<file path="config.mk">
export PLATFORM = sky130hd
export DESIGN_NAME = prach_hb_dec_flat
export DESIGN_NICKNAME = d
export VERILOG_FILES = /design/src/rtl/prach_hb_pkg.sv /design/src/rtl/prach_hb_if.sv /design/src/rtl/prach_hb_dec_hist.sv /design/src/rtl/prach_hb_dec.sv /design/src/flat_wrapper.sv
export SDC_FILE = /design/constraint.sdc
export NUM_CORES = 2
export LEC_CHECK = 0
export ABC_AREA = 1
export CAP_MARGIN = 10
export CORE_MARGIN = 8
export CORE_UTILIZATION = 65
export DETAILED_ROUTE_END_ITERATION = 8
export PLACE_DENSITY = 0.82
export SYNTH_ARGS = -nofsm -noshare
export SYNTH_HDL_FRONTEND = slang
export SYNTH_HIERARCHICAL = 1
export SYNTH_SLANG_ARGS = --single-unit
</file>
<file path="constraint.sdc">
create_clock -name clk -period 15.9 [get_ports clk]
set_input_delay 1.59 -clock clk [delete_from_list [all_inputs] [get_ports clk]]
set_output_delay 1.59 -clock clk [all_outputs]
set_load 0.05 [all_outputs]
</file>
<file path="src/rtl/prach_hb_pkg.sv">
// Shared types, default coefficients and helper functions for the PRACH half-band decimator.
package prach_hb_pkg;

    localparam int unsigned CHN_W            = 8;
    localparam int unsigned DEF_NUM_CHANNEL  = 32;
    localparam int unsigned DEF_NUM_UNIQ_COE = 2;
    localparam int unsigned DEF_DATA_W       = 16;
    localparam int unsigned DEF_COE_W        = 18;

    typedef logic signed [DEF_COE_W-1:0] coe_t;

    // COE[0] is the outermost symmetric pair, COE[N-1] the innermost
    localparam coe_t DEF_COE [DEF_NUM_UNIQ_COE] = '{-18'sd4249, 18'sd37013};

    // Sideband carried alongside the datapath
    typedef struct packed {
        logic             sync;
        logic             dv;
        logic [CHN_W-1:0] chn;
    } ctl_t;

    // Input-valid to output-valid latency in cycles
    function automatic int unsigned hb_latency(input int n);
        return 5 + $clog2(n);
    endfunction

    // Half-LSB of the output after the final (COE_W-1) arithmetic shift
    function automatic longint unsigned hb_round_const(input int unsigned coe_w);
        return 64'd1 << (coe_w - 2);
    endfunction

endpackage

</file>
<file path="src/rtl/prach_hb_if.sv">
// TDM sample bus into and out of the half-band decimator.
interface prach_hb_if
    import prach_hb_pkg::*;
#(
    parameter int unsigned DATA_W = DEF_DATA_W
);
    logic signed [DATA_W-1:0] din_dp1;
    logic signed [DATA_W-1:0] din_dp2;
    logic                     din_dv;
    logic [CHN_W-1:0]         din_chn;
    logic                     sync_in;

    logic signed [DATA_W-1:0] dout_dq;
    logic                     dout_dv;
    logic [CHN_W-1:0]         dout_chn;
    logic                     sync_out;
    logic                     err_chn;

    modport master (
        output din_dp1, din_dp2, din_dv, din_chn, sync_in,
        input  dout_dq, dout_dv, dout_chn, sync_out, err_chn
    );

    modport slave (
        input  din_dp1, din_dp2, din_dv, din_chn, sync_in,
        output dout_dq, dout_dv, dout_chn, sync_out, err_chn
    );
endinterface

</file>
<file path="src/rtl/prach_hb_dec_hist.sv">
// Valid-gated TDM history line: tap k is the same channel's sample k frames old.
module prach_tdm_hist #(
    parameter int unsigned WIDTH       = 16,
    parameter int unsigned DEPTH       = 64,
    parameter int unsigned NUM_CHANNEL = 32,
    parameter int unsigned FIRST_TAP   = 0
) (
    input  logic             clk,
    input  logic             i_en,
    input  logic [WIDTH-1:0] i_din,
    output logic [WIDTH-1:0] o_taps [DEPTH/NUM_CHANNEL - FIRST_TAP + 1]
);
    localparam int unsigned NTAP = DEPTH/NUM_CHANNEL - FIRST_TAP + 1;

    logic [WIDTH-1:0] r_mem [DEPTH];

    // Shift only on valid samples so idle cycles never age the history
    always_ff @(posedge clk) begin
        if (i_en) begin
            r_mem[0] <= i_din;
            for (int i = 1; i < DEPTH; i++) begin
                r_mem[i] <= r_mem[i-1];
            end
        end
    end

    for (genvar k = 0; k < NTAP; k++) begin : g_tap
        if (FIRST_TAP + k == 0) begin : g_cur
            assign o_taps[k] = i_din;
        end else begin : g_old
            assign o_taps[k] = r_mem[(FIRST_TAP + k) * NUM_CHANNEL - 1];
        end
    end

endmodule

</file>
<file path="src/rtl/prach_hb_dec.sv">
// Multi-channel TDM half-band decimator with round-half-up output and channel-sequence check.
// Optional feature macro: PRACH_HB_SAT_EN (clamp output instead of two's-complement wrap).
module prach_hb_dec
    import prach_hb_pkg::*;
#(
    parameter int unsigned NUM_CHANNEL  = DEF_NUM_CHANNEL,
    parameter int unsigned NUM_UNIQ_COE = DEF_NUM_UNIQ_COE,
    parameter int unsigned DATA_W       = DEF_DATA_W,
    parameter int unsigned COE_W        = DEF_COE_W,
    parameter logic signed [COE_W-1:0] COE [NUM_UNIQ_COE] = DEF_COE
) (
    input  logic      clk,
    input  logic      rst_n,
    prach_hb_if.slave bus
);
    localparam int unsigned N     = NUM_UNIQ_COE;
    localparam int unsigned L     = $clog2(N);
    localparam int unsigned NP2   = 1 << L;
    localparam int unsigned NODE  = 2 * NP2 - 1;
    localparam int unsigned LAT   = hb_latency(N);
    localparam int unsigned PRE_W = DATA_W + 1;
    localparam int unsigned ACC_W = COE_W + DATA_W + L + 3;
    localparam logic signed [ACC_W-1:0] RND = ACC_W'(hb_round_const(COE_W));

    logic [DATA_W-1:0]        w_tap1 [1];
    logic [DATA_W-1:0]        w_tap2 [2*N];

    logic [DATA_W-1:0]        r_tap2 [2*N];
    logic [DATA_W-1:0]        r_ctr1;
    logic signed [PRE_W-1:0]  r_pre  [N];
    logic [DATA_W-1:0]        r_ctr2;
    logic signed [ACC_W-1:0]  r_node [NODE];
    logic [DATA_W-1:0]        r_ctr3 [L+1];
    logic signed [ACC_W-1:0]  r_acc;
    logic signed [DATA_W-1:0] w_dq;
    logic signed [DATA_W-1:0] r_dq;

    ctl_t                     w_ctl;
    ctl_t                     r_ctl  [LAT];

    logic [CHN_W-1:0]         w_exp;
    logic                     w_mis;
    logic [CHN_W-1:0]         r_exp;
    logic                     r_err;

    // Centre phase needs only the sample N frames old
    prach_tdm_hist #(
        .WIDTH       (DATA_W),
        .DEPTH       (N * NUM_CHANNEL),
        .NUM_CHANNEL (NUM_CHANNEL),
        .FIRST_TAP   (N)
    ) u_hist_dp1 (
        .clk    (clk),
        .i_en   (bus.din_dv),
        .i_din  (bus.din_dp1),
        .o_taps (w_tap1)
    );

    // Odd phase exposes taps 0 .. 2N-1
    prach_tdm_hist #(
        .WIDTH       (DATA_W),
        .DEPTH       ((2 * N - 1) * NUM_CHANNEL),
        .NUM_CHANNEL (NUM_CHANNEL),
        .FIRST_TAP   (0)
    ) u_hist_dp2 (
        .clk    (clk),
        .i_en   (bus.din_dv),
        .i_din  (bus.din_dp2),
        .o_taps (w_tap2)
    );

    // Datapath: tap register, pre-add, multiply, adder tree, centre add + round
    always_ff @(posedge clk) begin
        for (int j = 0; j < 2 * N; j++) begin
            r_tap2[j] <= w_tap2[j];
        end
        r_ctr1 <= w_tap1[0];

        for (int j = 0; j < N; j++) begin
            r_pre[j] <= PRE_W'($signed(r_tap2[j])) + PRE_W'($signed(r_tap2[2*N-1-j]));
        end
        r_ctr2 <= r_ctr1;

        for (int j = 0; j < N; j++) begin
            r_node[NP2-1+j] <= ACC_W'(r_pre[j]) * ACC_W'(COE[j]);
        end
        for (int j = N; j < NP2; j++) begin
            r_node[NP2-1+j] <= '0;
        end
        r_ctr3[0] <= r_ctr2;

        for (int i = 0; i < NP2 - 1; i++) begin
            r_node[i] <= r_node[2*i+1] + r_node[2*i+2];
        end
        for (int k = 1; k <= L; k++) begin
            r_ctr3[k] <= r_ctr3[k-1];
        end

        r_acc <= r_node[0] + (ACC_W'($signed(r_ctr3[L])) <<< (COE_W - 2)) + RND;
    end

`ifdef PRACH_HB_SAT_EN
    localparam logic signed [ACC_W-1:0] Y_MAX = (ACC_W'(1) <<< (DATA_W - 1)) - ACC_W'(1);
    localparam logic signed [ACC_W-1:0] Y_MIN = -(ACC_W'(1) <<< (DATA_W - 1));

    logic signed [ACC_W-1:0] w_y;

    // Scale back to sample units and clamp to the DATA_W range
    always_comb begin
        w_y  = r_acc >>> (COE_W - 1);
        w_dq = DATA_W'(w_y);
        if (w_y > Y_MAX) begin
            w_dq = DATA_W'(Y_MAX);
        end else if (w_y < Y_MIN) begin
            w_dq = DATA_W'(Y_MIN);
        end
    end
`else
    // Scale back to sample units and wrap to DATA_W bits
    always_comb begin
        w_dq = DATA_W'(r_acc >>> (COE_W - 1));
    end
`endif

    // Sideband entering the delay line; sync is only meaningful with valid
    always_comb begin
        w_ctl      = '0;
        w_ctl.sync = bus.sync_in & bus.din_dv;
        w_ctl.dv   = bus.din_dv;
        w_ctl.chn  = bus.din_chn;
    end

    // Sideband delay line, LAT deep, aligned with the datapath
    always_ff @(posedge clk or negedge rst_n) begin
        if (!rst_n) begin
            for (int k = 0; k < LAT; k++) begin
                r_ctl[k] <= '0;
            end
        end else begin
            r_ctl[0] <= w_ctl;
            for (int k = 1; k < LAT; k++) begin
                r_ctl[k] <= r_ctl[k-1];
            end
        end
    end

    // Output sample register, holds between valid outputs
    always_ff @(posedge clk or negedge rst_n) begin
        if (!rst_n) begin
            r_dq <= '0;
        end else if (r_ctl[LAT-2].dv) begin
            r_dq <= w_dq;
        end
    end

    // Expected channel for the current input; sync realigns to channel 0
    always_comb begin
        w_exp = bus.sync_in ? '0 : r_exp;
        w_mis = bus.din_dv && (bus.din_chn != w_exp);
    end

    // Expected-channel counter and sticky sequence error
    always_ff @(posedge clk or negedge rst_n) begin
        if (!rst_n) begin
            r_exp <= '0;
            r_err <= 1'b0;
        end else if (bus.din_dv) begin
            r_exp <= (w_exp == CHN_W'(NUM_CHANNEL - 1)) ? '0 : w_exp + CHN_W'(1);
            r_err <= r_err | w_mis;
        end
    end

    assign bus.dout_dq  = r_dq;
    assign bus.dout_dv  = r_ctl[LAT-1].dv;
    assign bus.dout_chn = r_ctl[LAT-1].chn;
    assign bus.sync_out = r_ctl[LAT-1].sync;
    assign bus.err_chn  = r_err;

endmodule
</file>
<file path="src/flat_wrapper.sv">
// flat-port wrapper written by rule: the top's interface ports become plain ports
module prach_hb_dec_flat import prach_hb_pkg::*;
#(
    parameter int unsigned NUM_CHANNEL  = DEF_NUM_CHANNEL,
    parameter int unsigned NUM_UNIQ_COE = DEF_NUM_UNIQ_COE,
    parameter int unsigned DATA_W       = DEF_DATA_W,
    parameter int unsigned COE_W        = DEF_COE_W,
    parameter logic signed [COE_W-1:0] COE [NUM_UNIQ_COE] = DEF_COE
)
  (clk, rst_n, bus_din_dp1, bus_din_dp2, bus_din_dv, bus_din_chn, bus_sync_in, bus_dout_dq, bus_dout_dv, bus_dout_chn, bus_sync_out, bus_err_chn);
  prach_hb_if #(.DATA_W(DATA_W)) bus_i ();
  input  logic clk;
  input  logic rst_n;
  input wire logic [$bits(bus_i.din_dp1)-1:0] bus_din_dp1;
  input wire logic [$bits(bus_i.din_dp2)-1:0] bus_din_dp2;
  input wire logic [$bits(bus_i.din_dv)-1:0] bus_din_dv;
  input wire logic [$bits(bus_i.din_chn)-1:0] bus_din_chn;
  input wire logic [$bits(bus_i.sync_in)-1:0] bus_sync_in;
  output wire logic [$bits(bus_i.dout_dq)-1:0] bus_dout_dq;
  output wire logic [$bits(bus_i.dout_dv)-1:0] bus_dout_dv;
  output wire logic [$bits(bus_i.dout_chn)-1:0] bus_dout_chn;
  output wire logic [$bits(bus_i.sync_out)-1:0] bus_sync_out;
  output wire logic [$bits(bus_i.err_chn)-1:0] bus_err_chn;
  assign bus_i.din_dp1 = bus_din_dp1;
  assign bus_i.din_dp2 = bus_din_dp2;
  assign bus_i.din_dv = bus_din_dv;
  assign bus_i.din_chn = bus_din_chn;
  assign bus_i.sync_in = bus_sync_in;
  assign bus_dout_dq = bus_i.dout_dq;
  assign bus_dout_dv = bus_i.dout_dv;
  assign bus_dout_chn = bus_i.dout_chn;
  assign bus_sync_out = bus_i.sync_out;
  assign bus_err_chn = bus_i.err_chn;
  prach_hb_dec #(.NUM_CHANNEL(NUM_CHANNEL), .NUM_UNIQ_COE(NUM_UNIQ_COE), .DATA_W(DATA_W), .COE_W(COE_W), .COE(COE)) u_core (.clk(clk), .rst_n(rst_n), .bus(bus_i));
endmodule
</file>
==> impl_results.md <==
- #FFs+latches synth: 2,904
- Outcome: complete, no violations
- Vias in the first global route: between 40,000 and 50,000
- Gr usage total: 0.2149
- First-pass GRT wire length: 275,400 µm
- Setup TNS: 0 ns
- RSZ-0062 raised after global routing: no
- Ports: 71
- Clk slew on worst S/H paths: 0.06 ns
- Hold depth: 0
- R2R Setup Slk: 10.19 ns
- CTS Buf Count: 284
- Die height: 410.3 µm
- Clk buf depth: 4
- GPL Wtd Cong: 0.8513
- Slew headroom: 0.1895
- Synth Flop Type: edfxtp_1
- CP peak stage delay: 0.55 ns
- Max-Cap Viols: 0
- Detailed Route WL: 180,100 µm
- Fin Clk Skew: around 0.094 ns
- Ys Warns: 6
- Worst-Margin Slew: 1.216 ns
- Commonest cells in the netlist: edfxtp_1 (2,560), inv_1 (498), nand2_1 (478), ha_1 (368), dfxtp_1 (259)
- Clock Tree Root: clkbuf_16
- Via density: between 5 and 6
- Most prevalent standard cell on the critical path: fa_1
- Post-synth ARST share: 0.02927
- Fin. max-slew vios: 0
- CTS tree: built
- Dpl hpwl: ~94,000 µm
- Die width: 410.3 µm
- Core area: 154,200 µm²
- Nets: ~6,000
- Largest net degree at the start of global routing: 220
- Final setup violating endpoints: 0
- WP buf/inv: 7
- Post-synthesis sequential area ratio: 0.8332
- Slowest CP cell: fa_1
- Hold_sp: u_core/r_ctr2[8]
- Postcts setup bufs: 0
- CP Max Fanout: 26
- Row cnt: about 140
- Synth top area cells: edfxtp_1 (76%), dfxtp_1 (5.1%), ha_1 (4.6%), fa_1 (3.8%), dfrtp_1 (2.1%)
- CP Class: register to register
- Post-Syn Nets: 5,835
- Final hold vios: 0
- Post-Synthesis Cell Area: 101,000 µm²
- Share of layout cells above drive strength 1: 0.08848
- Port Buf Inserts: 70
- Pre-Repair DR Iteration Count: 6
- Most frequent cell after synthesis: edfxtp_1
- Highest clock rate: 0.1753 GHz
- Reg2reg start: u_core/r_pre[0][16]
- Routed Antenna Nets: 0
- CP Launch Type: register
- WHS Endpoint: u_core/r_ctr3[0][8]
- Worst path cell trace: buf_4 > inv_2 > fa_1 > inv_1 > fa_1 > fa_1 > inv_1 > fa_1 > inv_1 > fa_1 > inv_1 > fa_1 > inv_1 > ha_1 > nand2_1 > nand2_1 > a31oi_1 > a21boi_0 > nand3_1 > nand2_1 > nand2_1
- Routed WL per cell: roughly 23 µm
- Instance count on the critical path: 21
- Vias: 43,360
- DRC Markers: 0
- Initial DRC Count: 4,148
- Cts repair resizes: 0
- Delay-heaviest family, CP: adder cells
- CP required: between 15 and 20 ns
- Cell taking the most area after synthesis: edfxtp_1
- Period utilization: 0.3589
- Worst Hold Class: register to register
- CP Capture Type: register
- Clk Latency, worst-skew pair: 0.90 ns
- Initial Util: 0.6552
- Sinks on Clock Net: 2,904
- H-tree Lvls: 5
- Mean Syn Cell Area: 19.31 µm²
- Die area: 168,300 µm²
- End of the worst register-to-register path: u_core/r_node[0][65]
- Synth Instances: 5,233
- Tmin final: 5.706 ns
- CTS Hold Bufs: 0
- CP arrival: 6.42 ns
- Overflow after GRT: 0
- Distinct cell type count after synthesis: a little under 50
- Initial antenna violation count: 6
- Synth-to-layout area growth: 11.84%
- Synth top area share: 0.7608
- Post-synth EDFFs: 2,560
- FF-to-FF path depth: 21
-- cell families (layout without fill, tap and decap cells) --
family                     count (synthesis)  after routing  share of synthesized area
other                                      0              1                          0
xor gates and xnor gates                 114            114                   0.009956
buffers and inverters                    548           1090                    0.02188
AOI/OAI and AO/OA                        269            269                    0.01474
muxes                                     16             16                   0.001783
DFF                                     2904           2904                     0.8332
adders and majority gates                558            558                    0.08321
and+or+nand+nor                          824            824                    0.03528
-- state kept, by name (all words and copies together), names as in the netlist, 32 cells and up --
register and cells:
u_core/u_hist_dp2/r_mem 1536, u_core/r_tap2 64, u_core/u_hist_dp1/r_mem 1024, u_core/r_pre 34
u_core/r_node 81, u_core/r_ctl 50, u_core/r_ctr3 32
-- placed cells by master (no fill, tap or decap), types with 8 or more instances in the layout --
cell	netlist	final
fa_1	190	190
clkbuf_1	1	58
nor2_1	121	121
xnor2_1	35	35
nor2_2	22	22
dfxtp_1	259	259
nand2_1	478	478
o21bai_1	12	12
nand2_2	26	26
ha_1	368	368
clkdlybuf4s50_1	0	68
clkinvlp_4	0	9
clkbuf_8	0	8
dfrtp_1	85	85
buf_4	40	20
clkbuf_16	0	290
a31oi_1	10	10
a21oi_1	137	137
mux2_2	16	16
o21ai_1	8	8
nor3_1	23	23
nand4_1	28	28
clkinv_2	0	48
bufinv_16	0	17
nand3_1	97	97
edfxtp_1	2560	2560
xor2_1	78	78
o21ai_0	72	72
clkinv_1	0	46
inv_1	498	498
-- stage by stage --
step	hold WS, ns	cells	util	area (µm²)	worst slack, ns
finish	0.3150	7820	0.7327	113000	10.19
floorplan	0.3096	5233	-	101000	10.15
detailed placement	0.3121	7328	0.6760	104300	9.790
CTS	0.3075	7819	0.7327	113000	10.16
global placement	0.3115	7328	0.6760	104300	10.01
global route	0.3131	7819	0.7327	113000	9.790
-- per-layer routing --
| layer | wire (µm) | up-vias | track usage |
|---|---|---|---|
| met5 | 23 | - | 0 |
| met4 | 5322 | 4 | 0.06495 |
| met3 | 9396 | 400 | 0.03610 |
| met2 | 88850 | 1472 | 0.3581 |
| met1 | 76500 | 21880 | 0.2972 |
| li1 | - | 19600 | - |
-- worst max-delay path by stage --
stage                         from                             end  slack, ns
2_1_floorplan  u_core/r_pre[0][16]            u_core/r_node[0][67]      10.15
3_3_place_gp            bus_din_dv  u_core/u_hist_dp2/r_mem[95][5]      10.01
3_5_place_dp            bus_din_dv  u_core/u_hist_dp2/r_mem[80][6]       9.79
4_1_cts        u_core/r_pre[0][16]            u_core/r_node[0][75]      10.16
5_1_grt        u_core/r_pre[0][16]            u_core/r_node[0][65]       9.79
6_report       u_core/r_pre[0][16]            u_core/r_node[0][65]      10.19
-- area by class of cell --
class,instances,area (µm²)
diodes,1,2.502
repair buffers,95,978.4
clock buffers,357,7590
inverters,504,1892
fillers,8620,41220
clock inverters,134,1154
flip-flops and latches,2904,84190
well taps,2044,2557
multi-input cells,1781,14650
Power is left out: the tool's default activity adds up to more than one toggle a clock period on the data nets, which glitch-free logic cannot reach.
